==> src/rtl/i2c_pkg.sv <==
// Shared types and constants for the I2C master arbiter.
package i2c_pkg;

  typedef enum logic [2:0] {
    ST_IDLE      = 3'd0,
    ST_ISSUE     = 3'd1,
    ST_WAIT_BUSY = 3'd2,
    ST_RUN       = 3'd3,
    ST_DONE      = 3'd4
  } state_t;

  localparam int NREQ_DEF    = 4;
  localparam int TIMEOUT_DEF = 65535;
  localparam int TIMEOUT_W   = 16;

  function automatic int ptr_width(input int n);
    return (n > 1) ? $clog2(n) : 1;
  endfunction

endpackage

==> src/rtl/i2c_rr_pick.sv <==
// Combinational round-robin selector: lowest requesting index at or after ptr, wrapping.
module i2c_rr_pick
  import i2c_pkg::*;
#(
  parameter int NREQ = NREQ_DEF,
  parameter int PW   = ptr_width(NREQ)
) (
  input  logic [NREQ-1:0] req,
  input  logic [PW-1:0]   ptr,
  output logic            any,
  output logic [NREQ-1:0] onehot,
  output logic [PW-1:0]   idx
);

  always_comb begin
    int c;
    c      = 0;
    any    = 1'b0;
    onehot = '0;
    idx    = '0;
    for (int off = 0; off < NREQ; off++) begin
      c = int'(ptr) + off;
      if (c >= NREQ) c = c - NREQ;
      if (!any && req[c]) begin
        any       = 1'b1;
        onehot[c] = 1'b1;
        idx       = PW'(c);
      end
    end
  end

endmodule

==> src/rtl/i2c_master_arbiter.sv <==
// Round-robin arbiter/sequencer sharing one I2C master among NREQ requesters.
// Optional watchdog enabled by defining I2C_ARB_TIMEOUT_EN.
//
// state        | meaning
// -------------+--------------------------------------------------------
// ST_IDLE      | no owner; arbitrate among req starting at ptr
// ST_ISSUE     | m_start (and m_Sr on locked continuation) high this cycle
// ST_WAIT_BUSY | waiting for the master to raise m_busy
// ST_RUN       | waiting for the master to drop m_busy
// ST_DONE      | done pulse; continue locked transfer or release the bus
module i2c_master_arbiter
  import i2c_pkg::*;
#(
  parameter int NREQ    = NREQ_DEF,
  parameter int TIMEOUT = TIMEOUT_DEF
) (
  input  logic              clk,
  input  logic              reset,
  input  logic [NREQ-1:0]   req,
  input  logic [8*NREQ-1:0] req_addr_rw,
  input  logic [NREQ-1:0]   req_lock,
  output logic [NREQ-1:0]   gnt,
  output logic [NREQ-1:0]   done,
  output logic [NREQ-1:0]   err,
  output logic [7:0]        m_address_rw,
  output logic              m_start,
  output logic              m_Sr,
  input  logic              m_busy,
  output logic              m_abort
);

  localparam int PW = ptr_width(NREQ);

  if (NREQ < 2 || NREQ > 8 || TIMEOUT < 1 || TIMEOUT > 65535) begin : g_param_check
    $error("i2c_master_arbiter: parameter out of range");
  end

  state_t          state;
  logic [PW-1:0]   ptr;
  logic [PW-1:0]   win_idx;
  logic [PW-1:0]   ptr_next;
  logic            lock_q;
  logic            pick_any;
  logic [NREQ-1:0] pick_onehot;
  logic [PW-1:0]   pick_idx;
  logic [7:0]      pick_byte;
  logic [7:0]      win_byte;
  logic            to_hit;

  i2c_rr_pick #(.NREQ(NREQ), .PW(PW)) u_pick (
    .req    (req),
    .ptr    (ptr),
    .any    (pick_any),
    .onehot (pick_onehot),
    .idx    (pick_idx)
  );

  assign pick_byte = req_addr_rw[8*pick_idx +: 8];
  assign win_byte  = req_addr_rw[8*win_idx +: 8];
  assign ptr_next  = (win_idx == PW'(NREQ-1)) ? '0 : win_idx + PW'(1);

`ifdef I2C_ARB_TIMEOUT_EN
  localparam logic [TIMEOUT_W-1:0] TO_LOAD = TIMEOUT_W'(TIMEOUT);
  logic [TIMEOUT_W-1:0] to_cnt;

  // Down-counter: reaching 1 means TIMEOUT cycles have been spent in WAIT_BUSY/RUN.
  assign to_hit = (to_cnt == TIMEOUT_W'(1)) &&
                  ((state == ST_WAIT_BUSY) || (state == ST_RUN));

  always_ff @(posedge clk or negedge reset) begin
    if (!reset) begin
      to_cnt <= TO_LOAD;
    end else if (state == ST_ISSUE) begin
      to_cnt <= TO_LOAD;
    end else if (((state == ST_WAIT_BUSY) || (state == ST_RUN)) && !to_hit) begin
      to_cnt <= to_cnt - TIMEOUT_W'(1);
    end
  end
`else
  assign to_hit = 1'b0;
`endif

  always_ff @(posedge clk or negedge reset) begin
    if (!reset) begin
      state        <= ST_IDLE;
      ptr          <= '0;
      win_idx      <= '0;
      lock_q       <= 1'b0;
      gnt          <= '0;
      done         <= '0;
      err          <= '0;
      m_address_rw <= '0;
      m_start      <= 1'b0;
      m_Sr         <= 1'b0;
      m_abort      <= 1'b0;
    end else begin
      done    <= '0;
      err     <= '0;
      m_start <= 1'b0;
      m_abort <= 1'b0;
      case (state)
        ST_IDLE: begin
          if (pick_any) begin
            gnt          <= pick_onehot;
            win_idx      <= pick_idx;
            m_address_rw <= pick_byte;
            lock_q       <= req_lock[pick_idx];
            m_start      <= 1'b1;
            m_Sr         <= 1'b0;
            state        <= ST_ISSUE;
          end
        end
        ST_ISSUE: begin
          m_Sr  <= 1'b0;
          state <= ST_WAIT_BUSY;
        end
        ST_WAIT_BUSY, ST_RUN: begin
          if (to_hit) begin
            // Watchdog abort releases the bus regardless of the lock bit.
            err     <= gnt;
            m_abort <= 1'b1;
            gnt     <= '0;
            ptr     <= ptr_next;
            state   <= ST_IDLE;
          end else if ((state == ST_WAIT_BUSY) && m_busy) begin
            state <= ST_RUN;
          end else if ((state == ST_RUN) && !m_busy) begin
            done  <= gnt;
            state <= ST_DONE;
          end
        end
        ST_DONE: begin
          if (lock_q && req[win_idx]) begin
            m_address_rw <= win_byte;
            lock_q       <= req_lock[win_idx];
            m_start      <= 1'b1;
            m_Sr         <= 1'b1;
            state        <= ST_ISSUE;
          end else begin
            gnt   <= '0;
            ptr   <= ptr_next;
            state <= ST_IDLE;
          end
        end
        default: state <= ST_IDLE;
      endcase
    end
  end

endmodule

==> config.mk <==
export PLATFORM = sky130hd
export DESIGN_NAME = i2c_master_arbiter
export DESIGN_NICKNAME = d
export VERILOG_FILES = /design/src/rtl/i2c_pkg.sv /design/src/rtl/i2c_rr_pick.sv /design/src/rtl/i2c_master_arbiter.sv
export SDC_FILE = /design/constraint.sdc
export NUM_CORES = 1
export LEC_CHECK = 0
export BUFFER_PORTS_ARGS = -buffer_cell sky130_fd_sc_hd__buf_2
export CAP_MARGIN = 10
export CELL_PAD_IN_SITES_DETAIL_PLACEMENT = 1
export CELL_PAD_IN_SITES_GLOBAL_PLACEMENT = 1
export CORE_AREA = 2 2 74 76
export CTS_CLUSTER_DIAMETER = 150
export CTS_CLUSTER_SIZE = 40
export DETAILED_ROUTE_END_ITERATION = 12
export DIE_AREA = 0 0 76 78
export GPL_TIMING_DRIVEN = 0
export PLACE_DENSITY_LB_ADDON = 0.12
export SYNTH_ARGS = -nofsm -noshare
export SYNTH_HDL_FRONTEND = slang
export SYNTH_SLANG_ARGS = --single-unit
==> constraint.sdc <==
create_clock -name clk -period 5.8 [get_ports clk]
set_input_delay 0.87 -clock clk [delete_from_list [all_inputs] [get_ports clk]]
set_output_delay 0.87 -clock clk [all_outputs]
set_load 0.02 [all_outputs]
; After elaboration in Yosys (flattened, before gate mapping)
; Cells that the tools add are included.
[totals]
inputBits = 43
word_cells = 136
register_bits = 26
out_inout_bits = 23
[classes]
n_reduce_logical = 24
order_cmp = 14
bitwise_logic = 4
n_mux = 66
shift = 2
eq_ne = 9
add_sub_neg = 8
[op_table]
columns = cell, n
row1 = $ge 32x1->1 const B, 4
row2 = $lt 32x4->1 const B, 4
row3 = $mux 32, 4
row4 = $ge 32x4->1 const B, 3
row5 = $sub 32x4->32 const B, 3
row6 = $shiftx 32x6->8, 2
row7 = $mux 4, 9
row8 = $mux 1, 26
row9 = $mux 8, 2
row10 = $pmux 8 s2, 1
row11 = $bmux 1 s2, 7
row12 = $or 4x4->4, 3
row13 = $pmux 3 s4, 1
row14 = $logic_and 1x1->1, 10
row15 = $mux 2, 5
row16 = $mux 3, 3
row17 = $reduce_and 3->1, 3
row18 = $demux 1 s2, 4
row19 = $pmux 4 s2, 1
row20 = $add 2x2->3 const B, 2
row21 = $eq 3x2->1 const B, 2
row22 = $lt 2x3->1 const B, 2
row23 = $ne 2x2->1 const B, 3
row24 = $reduce_and 2->1, 3
row25 = other kinds (16), 20

; Depth between registers and ports, before layout
[logic_depth]
word_depth = 19
depth_mapped = 11
depth_no_buf = 8

; Cells and area by module
; Synthesis repeated with hierarchy kept, for this count alone.
[hier_totals]
cells_unflattened = 185
hier_area_um2 = 1875.5
[modules_own_cells]
columns = module, seq_area_each_um2, n_inst, area_per_inst_um2, cells_each
row1 = i2c_master_arbiter, 650.6, 1, 1415.1, 137
row2 = i2c_rr_pick, 0.0, 1, 460.4, 48

; Least setup slack after synthesis
; Ideal clock, no wire load.
[synth_path]
path_kind = register to register
from = register ptr[0]
to = register m_address_rw[4]
required_ns = 5.696
path_buffers = 2
synth_period_minus_slack_ns = 2.656
arrival_ns = 2.552
setup_ns = 0.104
stages_incl_launch_ff = 10
path_slack_ns = 3.144
cell_sequence = dfrtp_1 > buf_4 > inv_1 > ha_1 > mux4_2 > or4b_4 > o2111ai_4 > buf_6 > o21ai_0 > a221oi_1
[synth_via]
elab_chain_cells = 18
word_cells_on_any_way = 46
cone_classes = add/sub (7) / order compare (4) / eq/ne (1) / shift (1) / mux (26) / reduce/logical (7)
[synth_lines]
columns = item, line
row1 = start: declaration, i2c_master_arbiter.sv:39  ; logic [PW-1:0] ptr;
row2 = start signal: assignment, i2c_master_arbiter.sv:123  ; ptr <= ptr_next;
row3 = start signal: assignment, i2c_master_arbiter.sv:141  ; ptr <= ptr_next;
row4 = "parallel branches: the longest is 18 deep, another holds $sub 32x4->32", n/a
row5 = end signal: assignment, i2c_master_arbiter.sv:106  ; m_address_rw <= pick_byte;
row6 = end signal: assignment, i2c_master_arbiter.sv:134  ; m_address_rw <= win_byte;
row7 = end: declaration, i2c_master_arbiter.sv:25  ; output logic [7:0] m_address_rw,
; Parallel ways; which one is timed is not known. The select of a mux whose other input is x is not followed.
; A chain may end at the register's enable or synchronous reset.

; Worst setup path in the final report
; Ends and elaborated chain as after synthesis.

==> key figures <==
Status
  • Status: completed

CTS
  • CTS tree: yes
  • Clk sinks: 26
  • Clock Tree Buf Depth: 2
  • Clock latency on the worst-skew pair: around 270 ps
  • CTS resizes: 0
  • CTS Buf Count: 3
  • Postcts setup bufs: 0
  • Clk root buf: clkbuf_8
  • Post-CTS Hold Fix Bufs: 0
  • Clock H-tree levels: 1
  • CTS clk-pin slew, worst paths: 90 ps

Yosys
  • Primary FF master, synth: dfrtp_1
  • Mapped Cells: roughly 210
  • Post-synth EDFFs: 0
  • Sequential area share after synthesis: 0.3295
  • Netlist cell types: 49
  • Seq cells post-synth: 26
  • Synthesis Warnings: 0
  • Mean Syn Cell Area: a little under 10 µm²
  • Syn Std Cell Area: ~2000 µm²
  • Synth async-reset ratio: 1.000

Setup path
  • Critical path endpoint category: flop
  • CP cell instances: buf_4, inv_1, ha_1, mux4_2, or4b_4, o2111ai_4, buf_6, o21ai_0, a221oi_1
  • Data required time of the critical path: 5960 ps
  • CP top delay family: compound AO/OA/AOI/OAI gates
  • Crit path largest cell delay: ~500 ps
  • Crit path max-delay cell type: or4b_4
  • CP bufs+invs: 3
  • WS Path Type: reg2reg
  • Crit start category: flop
  • CP Max Fanout: 10
  • CP arrival: about 3200 ps

Route
  • Drt first pass iters: 4
  • Met2 WL: between 2000 and 3000 µm
  • Antenna Nets Post-Route: 0
  • WL final: roughly 5400 µm
  • Drt initial violations: 81
  • Via count: approximately 1,900
  • Routed wl met3: approximately 240 µm
  • Top sig layer: met4
  • DRC: 0
  • Metal-1 WL: approximately 2500 µm
  • Via density: ~5.4
  • Wire per inst: around 16 µm

STA
  • Setup ws final: 2793 ps
  • Max frequency: roughly 330 MHz
  • Crit path time final: approximately 3000 ps
  • Final Hold Viols: 0
  • RSZ-0062 raised after global routing: false
  • Fin Setup TNS: 0 ps
  • Worst slew pin tran: about 750 ps
  • Fin crit share: 0.5184
  • Clock skew: 1.099 ps
  • Max Slew Vio Count: 0
  • Final Setup Violations: 0
  • Worst slew margin: 0.4905

Power
  • Leakage Power: ~1.1 nW
  • VDD IR-drop max: ~240 µV
  • Pwr Density: 518.6 nW/µm²
  • Total power: approximately 1.3 mW

Cells and area
  • Area Overhead vs Synth: 24.02%
  • N_diodes: 0
  • Post-Route Utilization: 0.4856
  • Final #Nets: ~320
  • Ratio of cells with drive above 1 in the final layout: 0.3297

Global routing
  • GRT overflow: 0
  • Antenna violations before repair: 0
  • Largest net degree at the start of global routing: 27
  • First-pass GRT wire length: between 9000 and 10,000 µm
  • Number of global-route vias before repair: between 1,500 and 2,000
  • Global-route usage over all layers: 0.1904

Floorplan
  • Die Area: 5928 µm²
  • Die height: 78 µm
  • Starting density of the core: 0.3916
  • # rows: 26
  • I/O Pins: 66
  • Die width: 76 µm
  • Area of the core: approximately 5000 µm²

Job
  • Max-capacitance violation count: 0

Placement
  • Final Wtd Congestion: 0.8076
  • PortBufs: 60
  • Post-DP HPWL: between 4000 and 5000 µm
  • Pre-CTS WS: between 2000 and 3000 ps

Worst hold path
  • Worst Hold Class: reg2reg
-- state kept, by name (all words and copies together) (netlist names) --
| signal | count |
|---|---|
| win_idx | 2 |
| m_address_rw | 8 |
| state | 3 |
| done | 4 |
| gnt | 4 |
| ptr | 2 |
| m_start | 1 |
| m_Sr | 1 |
| lock_q | 1 |
-- placed cells by master (no fill, tap or decap), drive strengths merged, types with 2 or more instances in the layout --
cell	Yosys	routed
a21oi	7	7
conb	1	5
buf	13	73
mux2	2	2
and3b	2	2
mux4	4	4
nor2	15	15
mux2i	13	13
o31ai	3	3
nand2	11	11
ha	5	5
dfrtp	26	26
a221oi	8	8
o21a	3	3
a22oi	2	2
a32o	4	4
o21ai	18	18
nor3	3	3
clkbuf	6	9
nor4	2	2
and2	4	4
nor2b	3	3
nor3b	4	4
o21bai	8	8
nand2b	7	7
nand3	7	7
a22o	5	5
inv	4	4
o221ai	2	2
-- routing by layer --
metal	global-route usage	vias up
met3	0.02907	5
met2	0.3357	50
met1	0.2471	899
li1	-	907
met4	0.04364	0
met5	0	-
-- cells by family after synthesis --
group,synth area share
buffers and inverters,0.06716
DFF,0.3295
other,0.001899
AOI/OAI and AO/OA,0.2776
muxes,0.1229
adders and majority gates,0.03169
and+or+nand+nor,0.1692
-- worst paths after layout --
check | start | depth (start not counted) | to | slack (ps)
setup / recovery | ptr[0] | 9 | m_address_rw[4] | 2790
hold / removal | gnt[3] | 1 | done[3] | 530
setup reg to reg | ptr[0] | 9 | m_address_rw[4] | 2790
hold reg to reg | gnt[3] | 1 | done[3] | 530
max in group asynchronous | reset | 1 | done[2] | 4830
min in group asynchronous | reset | 1 | m_address_rw[0] | 580
-- synthesized netlist by cell type, drive strengths merged (2+ instances only) --
master	instances	area, µm²
a21oi	7	35.03
a221oi	8	70.07
a22o	5	43.79
a22oi	2	15.01
a32o	4	40.04
and2	4	25.02
and3b	2	17.52
buf	13	95.08
clkbuf	6	22.52
dfrtp	26	650.6
ha	5	62.56
inv	4	15.01
mux2	2	22.52
mux2i	13	130.1
mux4	4	90.09
nand2	11	43.80
nand2b	7	43.79
nand3	7	35.03
nor2	15	56.30
nor2b	3	18.77
nor3	3	15.01
nor3b	4	30.03
nor4	2	12.51
o21a	3	22.52
o21ai	18	90.09
o21bai	8	60.06
o221ai	2	17.52
o31ai	3	27.52
-- through the flow --
stage          cell area (µm²)  std cells  hold slack (ps)
2_1_floorplan             1989        209            510.8
3_3_place_gp              2377        339            502.7
3_5_place_dp              2377        339            519.2
4_1_cts                   2449        343            540.7
5_1_grt                   2449        343            541.7
6_report                  2449        343            532.1
-- worst register-to-register path: stages (launching register included) --
cell and delay (ps):
dfrtp_1 480, buf_4 230, inv_1 110, ha_1 340, mux4_2 440, or4b_4 500, o2111ai_4 200, buf_6 190
o21ai_0 100, a221oi_1 320
-- power breakdown --
part / total [mW] / switching (mW) / internal [mW]
combinational: 0.818 / 0.457 / 0.361
sequential: 0.303 / 0.0538 / 0.249
clock: 0.149 / 0.0567 / 0.0923
-- area by class of cell --
cell class,count,area (µm²)
buffer,19,117.6
clock buffer,3,41.29
clock inverter,1,30.03
sequential,26,650.6
fill,607,2594
timing repair buffer,60,300.3
tap,70,87.58
inverter,4,15.01
multi-input combinational,160,1206
Note: power is estimated with default switching activity, not from simulation.
